<file path="src/rtl/vga_pkg.sv">
// Shared VGA timing types and the default 640x480@60 timing set.
package vga_pkg;

  localparam int unsigned COORD_W     = 10;
  localparam int unsigned FRAME_CNT_W = 16;
  localparam int unsigned MAX_TOTAL   = 1 << COORD_W;

  typedef struct packed {
    logic [COORD_W-1:0] h_active;
    logic [COORD_W-1:0] h_fp;
    logic [COORD_W-1:0] h_sync;
    logic [COORD_W-1:0] h_bp;
    logic [COORD_W-1:0] v_active;
    logic [COORD_W-1:0] v_fp;
    logic [COORD_W-1:0] v_sync;
    logic [COORD_W-1:0] v_bp;
  } vga_timing_t;

  localparam vga_timing_t VGA_640X480_60 = '{
    h_active: COORD_W'(640),
    h_fp:     COORD_W'(16),
    h_sync:   COORD_W'(96),
    h_bp:     COORD_W'(48),
    v_active: COORD_W'(480),
    v_fp:     COORD_W'(10),
    v_sync:   COORD_W'(2),
    v_bp:     COORD_W'(33)
  };

endpackage

</file>
<file path="src/rtl/vga_pix_tick.sv">
// Pixel-enable strobe generator: one-cycle pix_tick every DIV_RATIO clk_in cycles.
module vga_pix_tick #(
  parameter int unsigned DIV_RATIO = 2
) (
  input  logic clk_in,
  input  logic reset,
  output logic pix_tick
);

  localparam int unsigned     DIV_W    = (DIV_RATIO > 1) ? $clog2(DIV_RATIO) : 1;
  localparam logic [DIV_W-1:0] DIV_LAST = DIV_W'(DIV_RATIO - 1);

  if (DIV_RATIO == 0) begin : g_div_ratio_chk
    $error("vga_pix_tick: DIV_RATIO must be at least 1");
  end

  logic [DIV_W-1:0] div_cnt_q, div_cnt_d;
  logic             pix_tick_q, pix_tick_d;

  // The strobe is registered so it is high in the cycle where div_cnt sits at its last value.
  always_comb begin
    div_cnt_d  = (div_cnt_q == DIV_LAST) ? '0 : div_cnt_q + 1'b1;
    pix_tick_d = (div_cnt_d == DIV_LAST);
  end

  always_ff @(posedge clk_in) begin
    if (reset) begin
      div_cnt_q  <= '0;
      pix_tick_q <= 1'b0;
    end else begin
      div_cnt_q  <= div_cnt_d;
      pix_tick_q <= pix_tick_d;
    end
  end

  assign pix_tick = pix_tick_q;

endmodule

</file>
<file path="src/rtl/vga_timing_ctrl.sv">
// VGA raster sequencer: h/v counters and sync/active decode, all qualified by pix_tick.
// Optional frame counter output enabled by defining VGA_FRAME_COUNT_EN.
module vga_timing_ctrl
  import vga_pkg::*;
#(
  parameter int unsigned DIV_RATIO = 2,
  parameter int unsigned H_ACTIVE  = 32'(VGA_640X480_60.h_active),
  parameter int unsigned H_FP      = 32'(VGA_640X480_60.h_fp),
  parameter int unsigned H_SYNC    = 32'(VGA_640X480_60.h_sync),
  parameter int unsigned H_BP      = 32'(VGA_640X480_60.h_bp),
  parameter int unsigned V_ACTIVE  = 32'(VGA_640X480_60.v_active),
  parameter int unsigned V_FP      = 32'(VGA_640X480_60.v_fp),
  parameter int unsigned V_SYNC    = 32'(VGA_640X480_60.v_sync),
  parameter int unsigned V_BP      = 32'(VGA_640X480_60.v_bp)
) (
  input  logic               clk_in,
  input  logic               reset,
  output logic               pix_tick,
  output logic               hsync,
  output logic               vsync,
  output logic               video_on,
  output logic [COORD_W-1:0] pixel_x,
  output logic [COORD_W-1:0] pixel_y,
  output logic               frame_start
`ifdef VGA_FRAME_COUNT_EN
  ,
  output logic [FRAME_CNT_W-1:0] frame_count
`endif
);

  localparam int unsigned H_TOTAL = H_ACTIVE + H_FP + H_SYNC + H_BP;
  localparam int unsigned V_TOTAL = V_ACTIVE + V_FP + V_SYNC + V_BP;
  localparam int unsigned CMP_W   = COORD_W + 1;

  localparam logic [COORD_W-1:0] H_LAST = COORD_W'(H_TOTAL - 1);
  localparam logic [COORD_W-1:0] V_LAST = COORD_W'(V_TOTAL - 1);

  // One extra bit so a sync window ending exactly at 2^COORD_W still compares correctly.
  localparam logic [CMP_W-1:0] H_VIS_END = CMP_W'(H_ACTIVE);
  localparam logic [CMP_W-1:0] HS_START  = CMP_W'(H_ACTIVE + H_FP);
  localparam logic [CMP_W-1:0] HS_END    = CMP_W'(H_ACTIVE + H_FP + H_SYNC);
  localparam logic [CMP_W-1:0] V_VIS_END = CMP_W'(V_ACTIVE);
  localparam logic [CMP_W-1:0] VS_START  = CMP_W'(V_ACTIVE + V_FP);
  localparam logic [CMP_W-1:0] VS_END    = CMP_W'(V_ACTIVE + V_FP + V_SYNC);

  if (H_TOTAL > MAX_TOTAL) begin : g_h_total_chk
    $error("vga_timing_ctrl: H_TOTAL exceeds counter range");
  end
  if (V_TOTAL > MAX_TOTAL) begin : g_v_total_chk
    $error("vga_timing_ctrl: V_TOTAL exceeds counter range");
  end

  vga_pix_tick #(
    .DIV_RATIO (DIV_RATIO)
  ) u_pix_tick (
    .clk_in   (clk_in),
    .reset    (reset),
    .pix_tick (pix_tick)
  );

  logic [COORD_W-1:0] h_count_q, h_count_d;
  logic [COORD_W-1:0] v_count_q, v_count_d;
  logic               hsync_q, hsync_d;
  logic               vsync_q, vsync_d;
  logic               video_on_q, video_on_d;
  logic               frame_start_q, frame_start_d;
  logic               wrap_c;
  logic [CMP_W-1:0]   h_cmp_c, v_cmp_c;

`ifdef VGA_FRAME_COUNT_EN
  logic [FRAME_CNT_W-1:0] frame_count_q, frame_count_d;
`endif

  // Next raster position, then decode outputs from it so they describe the new position.
  always_comb begin
    h_count_d = h_count_q;
    v_count_d = v_count_q;
    wrap_c    = 1'b0;

    if (pix_tick) begin
      if (h_count_q == H_LAST) begin
        h_count_d = '0;
        if (v_count_q == V_LAST) begin
          v_count_d = '0;
          wrap_c    = 1'b1;
        end else begin
          v_count_d = v_count_q + 1'b1;
        end
      end else begin
        h_count_d = h_count_q + 1'b1;
      end
    end

    h_cmp_c       = {1'b0, h_count_d};
    v_cmp_c       = {1'b0, v_count_d};
    hsync_d       = !((h_cmp_c >= HS_START) && (h_cmp_c < HS_END));
    vsync_d       = !((v_cmp_c >= VS_START) && (v_cmp_c < VS_END));
    video_on_d    = (h_cmp_c < H_VIS_END) && (v_cmp_c < V_VIS_END);
    frame_start_d = wrap_c;
  end

`ifdef VGA_FRAME_COUNT_EN
  always_comb begin
    frame_count_d = frame_count_q;
    if (wrap_c) begin
      frame_count_d = frame_count_q + 1'b1;
    end
  end
`endif

  always_ff @(posedge clk_in) begin
    if (reset) begin
      h_count_q     <= '0;
      v_count_q     <= '0;
      hsync_q       <= 1'b1;
      vsync_q       <= 1'b1;
      video_on_q    <= 1'b0;
      frame_start_q <= 1'b0;
`ifdef VGA_FRAME_COUNT_EN
      frame_count_q <= '0;
`endif
    end else begin
      h_count_q     <= h_count_d;
      v_count_q     <= v_count_d;
      hsync_q       <= hsync_d;
      vsync_q       <= vsync_d;
      video_on_q    <= video_on_d;
      frame_start_q <= frame_start_d;
`ifdef VGA_FRAME_COUNT_EN
      frame_count_q <= frame_count_d;
`endif
    end
  end

  assign hsync       = hsync_q;
  assign vsync       = vsync_q;
  assign video_on    = video_on_q;
  assign pixel_x     = h_count_q;
  assign pixel_y     = v_count_q;
  assign frame_start = frame_start_q;
`ifdef VGA_FRAME_COUNT_EN
  assign frame_count = frame_count_q;
`endif

endmodule
</file>
<file path="config.mk">
export PLATFORM = sky130hd
export DESIGN_NAME = vga_timing_ctrl
export DESIGN_NICKNAME = d
export VERILOG_FILES = /design/src/rtl/vga_pkg.sv /design/src/rtl/vga_pix_tick.sv /design/src/rtl/vga_timing_ctrl.sv
export SDC_FILE = /design/constraint.sdc
export NUM_CORES = 1
export LEC_CHECK = 0
export CAP_MARGIN = 10
export CELL_PAD_IN_SITES_DETAIL_PLACEMENT = 1
export CELL_PAD_IN_SITES_GLOBAL_PLACEMENT = 1
export CORE_MARGIN = 8
export CORE_UTILIZATION = 37
export CTS_CLUSTER_DIAMETER = 40
export CTS_CLUSTER_SIZE = 20
export DETAILED_ROUTE_END_ITERATION = 8
export GPL_TIMING_DRIVEN = 1
export PLACE_DENSITY_LB_ADDON = 0.1
export SLEW_MARGIN = 20
export SYNTH_ARGS = -nofsm -noshare
export SYNTH_HDL_FRONTEND = slang
export SYNTH_HIERARCHICAL = 1
export SYNTH_SLANG_ARGS = --single-unit
</file>
<file path="constraint.sdc">
create_clock -name clk_in -period 2.2 [get_ports clk_in]
set_input_delay 0.55 -clock clk_in [delete_from_list [all_inputs] [get_ports clk_in]]
set_output_delay 0.55 -clock clk_in [all_outputs]
set_load 0.03 [all_outputs]
</file>
==> metrics, run 1 <==
Post-Syn Instances=160; Avg Cell Area, Syn=8.29 µm²; final core utilization=51.5%; Detailed Place HPWL=2980 µm; TNS Setup=0 ps; Layout area overhead=31.7%; Total GRT Usage=14.2%; Final Hold Viols=0; f_max=0.476 GHz; post-CTS sizing=0; DIE HEIGHT=75.9 µm; Max Cap Viol=0; I/O Buffers=26; synthesized cell area=1330 µm²; CTS max path bufs=2; CP required=1650 ps; GPL Wtd Cong=0.860; post-synth top area share=37.7%; largest net degree at the start of global routing=15; top cell type by total area after synthesis=dfxtp_1; Crit path max-delay family=buffers and inverters; post-CTS setup buffers=0; Post-Route WL=3840 µm; Hold WC Path Type=flip-flop to flip-flop; share of cells above drive strength 1=12.2%; syn_nets=165; final net count=203; clk sinks=25; critical-path cell list=clkdlybuf4s50_1; # rows=21; fill count=409; Vias per Instance=5.28; Synth Register Bits=25; outcome=completed; 1st-iter DRT viols=46; first-pass GRT wire length=6410 µm; Peak VDD IR=0.000230 V; vias in the first global route=1,319; Worst-path clk slew=150 ps; Power Total=729 µW; # diodes=0; Seq/Total Area, Yosys=37.7%; worst-skew pair later-pin latency=330 ps; max incr delay on CP=730 ps; Post-CTS Hold Buffers=0; vias post-DR=1,282; DRC viols=0; pwr/cell area=417 nW/µm²; Synth area leaders=dfxtp_1 (38%), nor2_1 (5.4%), a21oi_1 (4.5%), xnor2_1 (4.0%), xor2_1 (4.0%); critical path endpoint category=output pin; Post-DRT Antenna Nets=0; Synth async-reset ratio=0%; Initial Util=39.1%; initial antenna violation count=0; CP arrival=1550 ps; die area=5760 µm²; critical path's slowest cell=clkdlybuf4s50_1; core area=3390 µm²; period utilization=95.4%; Post-Route Skew=9.35 ps; H-tree depth=1; critical path buffer and inverter count=1; EDFF count, synth=0; grt total ovfl=0; YS warnings=6; critical-path maximum fanout=7; Slew @ Worst Pin=474 ps; CTS tree=built; CTS Buf Count=3; drt wl/cell=15.8 µm; Synth cell types=44; Worst Setup Start Kind=flip-flop; Final Setup Violations=0; Die X-Extent=75.9 µm; io pins=27; Most used DFF post-synth=dfxtp_1; Slew HR=68.2%; first-pass iteration count of the detailed router=4; Min Clock Period, post-route=2100 ps; Final Max Tran Viols=0; Setup CP Type=flip-flop to output pin; cell leakage power=0.000638 µW; CTS Root Cell=clkbuf_4
[metrics by stage]
stage	std cells	worst slack (ps)	area, µm²	hold slack, ps
after global placement	239	190	1710	506
after CTS	243	56.7	1730	542
after detailed placement	239	99.2	1710	522
after floorplan	160	139	1330	550
final	243	100	1750	543
after global routing	243	-4.06	1750	571
[metal layers]
layer / wire length, µm / share of wire, % / vias to the layer above / global-route usage [%]
met5: 0 / 0 / - / 0
met3: 171 / 4.5 / 4 / 2.89
met1: 1890 / 49 / 618 / 18.5
met2: 1750 / 46 / 22 / 23.6
met4: 25 / 0.65 / 0 / 2.56
li1: - / - / 638 / -
[final timing paths]
kind	start	endpoint	slack [ps]	depth (start not counted)
max	pixel_y[7]$_SDFF_PP0_	pixel_y[7]	100	1
min	pixel_x[1]$_SDFF_PP0_	pixel_x[1]$_SDFF_PP0_	540	2
max reg2reg	pixel_y[6]$_SDFF_PP0_	video_on$_SDFF_PP0_	190	6
min reg2reg	pixel_x[1]$_SDFF_PP0_	pixel_x[1]$_SDFF_PP0_	540	2
[logic make-up (layout without fill, tap and decap cells)]
group | count (synthesis) | after routing | synth area share (%)
compound gates | 27 | 27 | 12.7
xor+xnor | 12 | 12 | 7.92
fa+ha+maj | 3 | 3 | 2.83
buf+inv | 11 | 48 | 4.43
flops | 25 | 25 | 37.7
mux | 2 | 2 | 1.60
simple gates | 80 | 80 | 32.7
[layout make-up]
| cell class | instances | area (µm²) | area share [%] |
|---|---|---|---|
| inverter | 4 | 15.0 | 0.860 |
| tap | 46 | 57.6 | 3.30 |
| timing repair buffer | 40 | 368 | 21.1 |
| clock inverter | 1 | 5.00 | 0.287 |
| multi-input combinational | 124 | 778 | 44.6 |
| sequential | 25 | 500 | 28.7 |
| clock buffer | 3 | 22.5 | 1.29 |
[registers in the layout (all words and copies together) (netlist names)]
name / cells
hsync: 1
pixel_x: 10
pixel_y: 10
u_pix_tick/div_cnt_q: 1
frame_start: 1
video_on: 1
vsync: 1
[power by group]
group / internal [µW] / switching [µW] / leakage [µW] / total, µW
sequential: 458 / 3.20 / 0.000202 / 461
clock: 68.3 / 151 / 0.0000177 / 219
combinational: 20.9 / 28.2 / 0.000417 / 49.1
[synthesized netlist by cell type, types with 2 or more instances]
cell type and number:
a21o_1 2, nand2_1 12, nand2b_1 2, and4_1 2, nand4_1 4, nor2b_1 3, xnor2_1 6, nor3_1 10
a21oi_1 12, nor4_1 2, nand4b_1 2, dfxtp_1 25, clkbuf_1 2, or3_1 2, and2_1 3, a211oi_1 2
inv_1 4, nand3_1 9, o21ai_1 2, and3_1 2, nor2_1 19, buf_2 2, ha_1 3, xor2_1 6
o21ai_0 2, buf_4 2
[placed cells by master, fill, tap and decap left out, types with 2 or more instances in the layout]
| cell type | count |
|---|---|
| or3_1 | 2 |
| ha_1 | 3 |
| and3_1 | 2 |
| xnor2_1 | 6 |
| nor3_1 | 10 |
| o21ai_1 | 2 |
| nand2_1 | 12 |
| nand3_1 | 9 |
| buf_4 | 14 |
| nor2_1 | 19 |
| a21oi_1 | 12 |
| a211oi_1 | 2 |
| a21o_1 | 2 |
| and2_1 | 3 |
| dfxtp_1 | 25 |
| nand4_1 | 4 |
| nor2b_1 | 3 |
| clkbuf_4 | 3 |
| nand4b_1 | 2 |
| nand2b_1 | 2 |
| nor4_1 | 2 |
| inv_1 | 4 |
| clkdlybuf4s50_1 | 25 |
| o21ai_0 | 2 |
| xor2_1 | 6 |
Note: power is estimated with default switching activity, not from simulation.
==> run 2: changes to the inputs <==
--- a/config.mk
+++ b/config.mk
@@ -9,10 +9,11 @@
 export CELL_PAD_IN_SITES_DETAIL_PLACEMENT = 1
 export CELL_PAD_IN_SITES_GLOBAL_PLACEMENT = 1
 export CORE_MARGIN = 8
-export CORE_UTILIZATION = 37
+export CORE_UTILIZATION = 40
 export CTS_CLUSTER_DIAMETER = 40
 export CTS_CLUSTER_SIZE = 20
 export DETAILED_ROUTE_END_ITERATION = 8
+export DONT_BUFFER_PORTS = 1
 export GPL_TIMING_DRIVEN = 1
 export PLACE_DENSITY_LB_ADDON = 0.1
 export SLEW_MARGIN = 20
==> run 2 against run 1 <==
Net effect:
- clock power about the same
- utilization decreased by 4.1 points
- register-to-register slack better by 50 ps
- total power decreased by 2.2%
- worst setup slack better by 140 ps
- die area shrank 5.9%
- routed wire length down 2.3%
- combinational power down 40%
- via count is 1.9% lower
- fmax grew 7.4%
==> metrics, run 2 (synthesis results as in run 1) <==
Worst-path clk slew=150 ps (about the same); cell leakage power=0.000579 µW (-9.2%); post-CTS setup buffers=0 (unchanged); critical-path maximum fanout=7 (unchanged); max layer used=met4; io pins=27 (unchanged); Total GRT Usage=15.0% (+0.75 points); pwr/cell area=461 nW/µm² (+10%); Post-CTS Hold Buffers=0 (unchanged); period utilization=88.9% (-6.5 points); Max Cap Viol=0 (unchanged); Min Clock Period, post-route=1960 ps (-144 ps); post-CTS sizing=0 (unchanged); RSZ-0062 raised after global routing=no; most common cell after layout, fill and taps aside=dfxtp_1; # rows=21 (unchanged); final net count=187 (-7.9%); clk sinks=25 (unchanged); largest net degree at the start of global routing=19 (+4); Final Max Tran Viols=0 (unchanged); Post-DRT Antenna Nets=0 (unchanged); critical-path cell list=and4_1 > nand2_1 > or3_1 > xnor2_1 > nand4_1; Final Setup Violations=0 (unchanged); DRC viols=0 (unchanged); Die X-Extent=73.6 µm (-3.0%); final worst slack=244 ps (+144 ps); outcome=completed; Slew HR=68.4% (+0.20 points); Post-Route Skew=5.38 ps (-3.97 ps); Detailed Place HPWL=2910 µm (-2.3%); worst-skew pair later-pin latency=330 ps (about the same); Layout area overhead=16.6%; M1 WL=1740 µm (-8.0%); wire length on met3=228 µm (+33%); share of cells above drive strength 1=17.7% (+5.5 points); CTS Buf Count=3 (unchanged); Initial Util=40.7% (+1.6 points); initial antenna violation count=0 (unchanged); Setup CP Type=flip-flop to flip-flop; H-tree depth=1 (unchanged); DIE HEIGHT=73.6 µm (-3.0%); CTS tree=built; Final Hold Viols=0 (unchanged); die area=5410 µm² (-5.9%); critical path endpoint category=flip-flop; max incr delay on CP=590 ps (-140 ps); grt total ovfl=0 (unchanged); vias post-DR=1,258 (-1.9%); Hold WC Path Type=primary input to flip-flop; critical path's slowest cell=dfxtp_1; Met2 Wirelength=1740 µm (-0.86%); CP arrival=2170 ps (+620 ps); # diodes=0 (unchanged); GPL Wtd Cong=0.880 (+2.4%); pre-CTS WS=284 ps (+185 ps); Peak VDD IR=0.000193 V (-16%); first-pass iteration count of the detailed router=4 (unchanged); 1st-iter DRT viols=116 (+150%); drt wl/cell=16.5 µm (+4.6%); fill count=421 (+2.9%); CTS Root Cell=clkbuf_4; first-pass GRT wire length=6420 µm (+0.11%); CP required=2420 ps (+770 ps); f_max=0.511 GHz (+7.4%); most frequent cells in the layout=dfxtp_1 (25), buf_4 (24), nor2_1 (19), nand2_1 (12), a21oi_1 (12); TNS Setup=0 ps (unchanged); Post-Route WL=3750 µm (-2.3%); Worst Setup Start Kind=flip-flop; Slew @ Worst Pin=474 ps (+0.374 ps); CTS max path bufs=2 (unchanged); core area=3260 µm² (-3.9%); Vias per Instance=5.54 (+5.0%); vias in the first global route=1,325 (+0.45%); I/O Buffers=0 (-100%)
==> run 2: cell count changes in the layout (fill, tap and decap cells not counted) <==
cell	delta
clkdlybuf4s50_1	-25
buf_4	+10
and4_1	+1
and4_4	-1
clkbuf_1	+1
clkinv_2	-1
dlymetal6s2s_1	-1
nand4_2	+1
nand4_4	-1
==> run 2: cell type report <==
cell class                      instances  area (µm²)  area share [%]
Tap cell                               46        57.6            3.72
Multi-Input combinational cell        124         767            49.6
Inverter                                4        15.0           0.971
Clock buffer                            4        26.3            1.70
Timing Repair Buffer                   24         180            11.7
Sequential cell                        25         500            32.4
==> run 2: path summary, 6_finish.rpt <==
kind                            slack, ps                      to  cells past startpoint             startpoint
worst max-delay path                  240        vsync$_SDFF_PP1_                      5  pixel_y[5]$_SDFF_PP0_
worst max register to register        240        vsync$_SDFF_PP1_                      5  pixel_y[5]$_SDFF_PP0_
worst min register to register        550   pixel_y[1]$_SDFF_PP0_                      2  pixel_y[1]$_SDFF_PP0_
worst min-delay path                  260  frame_start$_SDFF_PP0_                      1                  reset
==> run 2: metrics by stage <==
| step | cells | cell area, µm² | total power, µW | hold slack (ps) | util [%] |
|---|---|---|---|---|---|
| after floorplan | 160 | 1330 | 496 | 550 | - |
| after detailed placement | 223 | 1520 | 503 | 533 | 46.7 |
| after CTS | 227 | 1550 | 724 | 253 | 47.5 |
| after global placement | 223 | 1520 | 502 | 521 | 46.7 |
| after global routing | 227 | 1550 | 748 | 234 | 47.5 |
| final | 227 | 1550 | 713 | 265 | 47.5 |
==> run 2: layer usage <==
metal,global-route usage [%],vias to the layer above
li1,-,609
met1,19.2,619
met2,23.8,25
met3,3.55,5
met4,4.66,0
met5,0,-
==> run 2: critical path, delay by kind of cell (launching register included) <==
family	cells	cell delay (ps)
AND/OR/NAND/NOR	4	970
flip-flops	1	590
XOR/XNOR	1	280
==> run 2: where the power goes <==
group	internal, µW	switching (µW)	total [µW]
Clock	71.1	149	221
Sequential	458	5.26	463
Combinational	10.8	18.9	29.7
Total	540	173	713
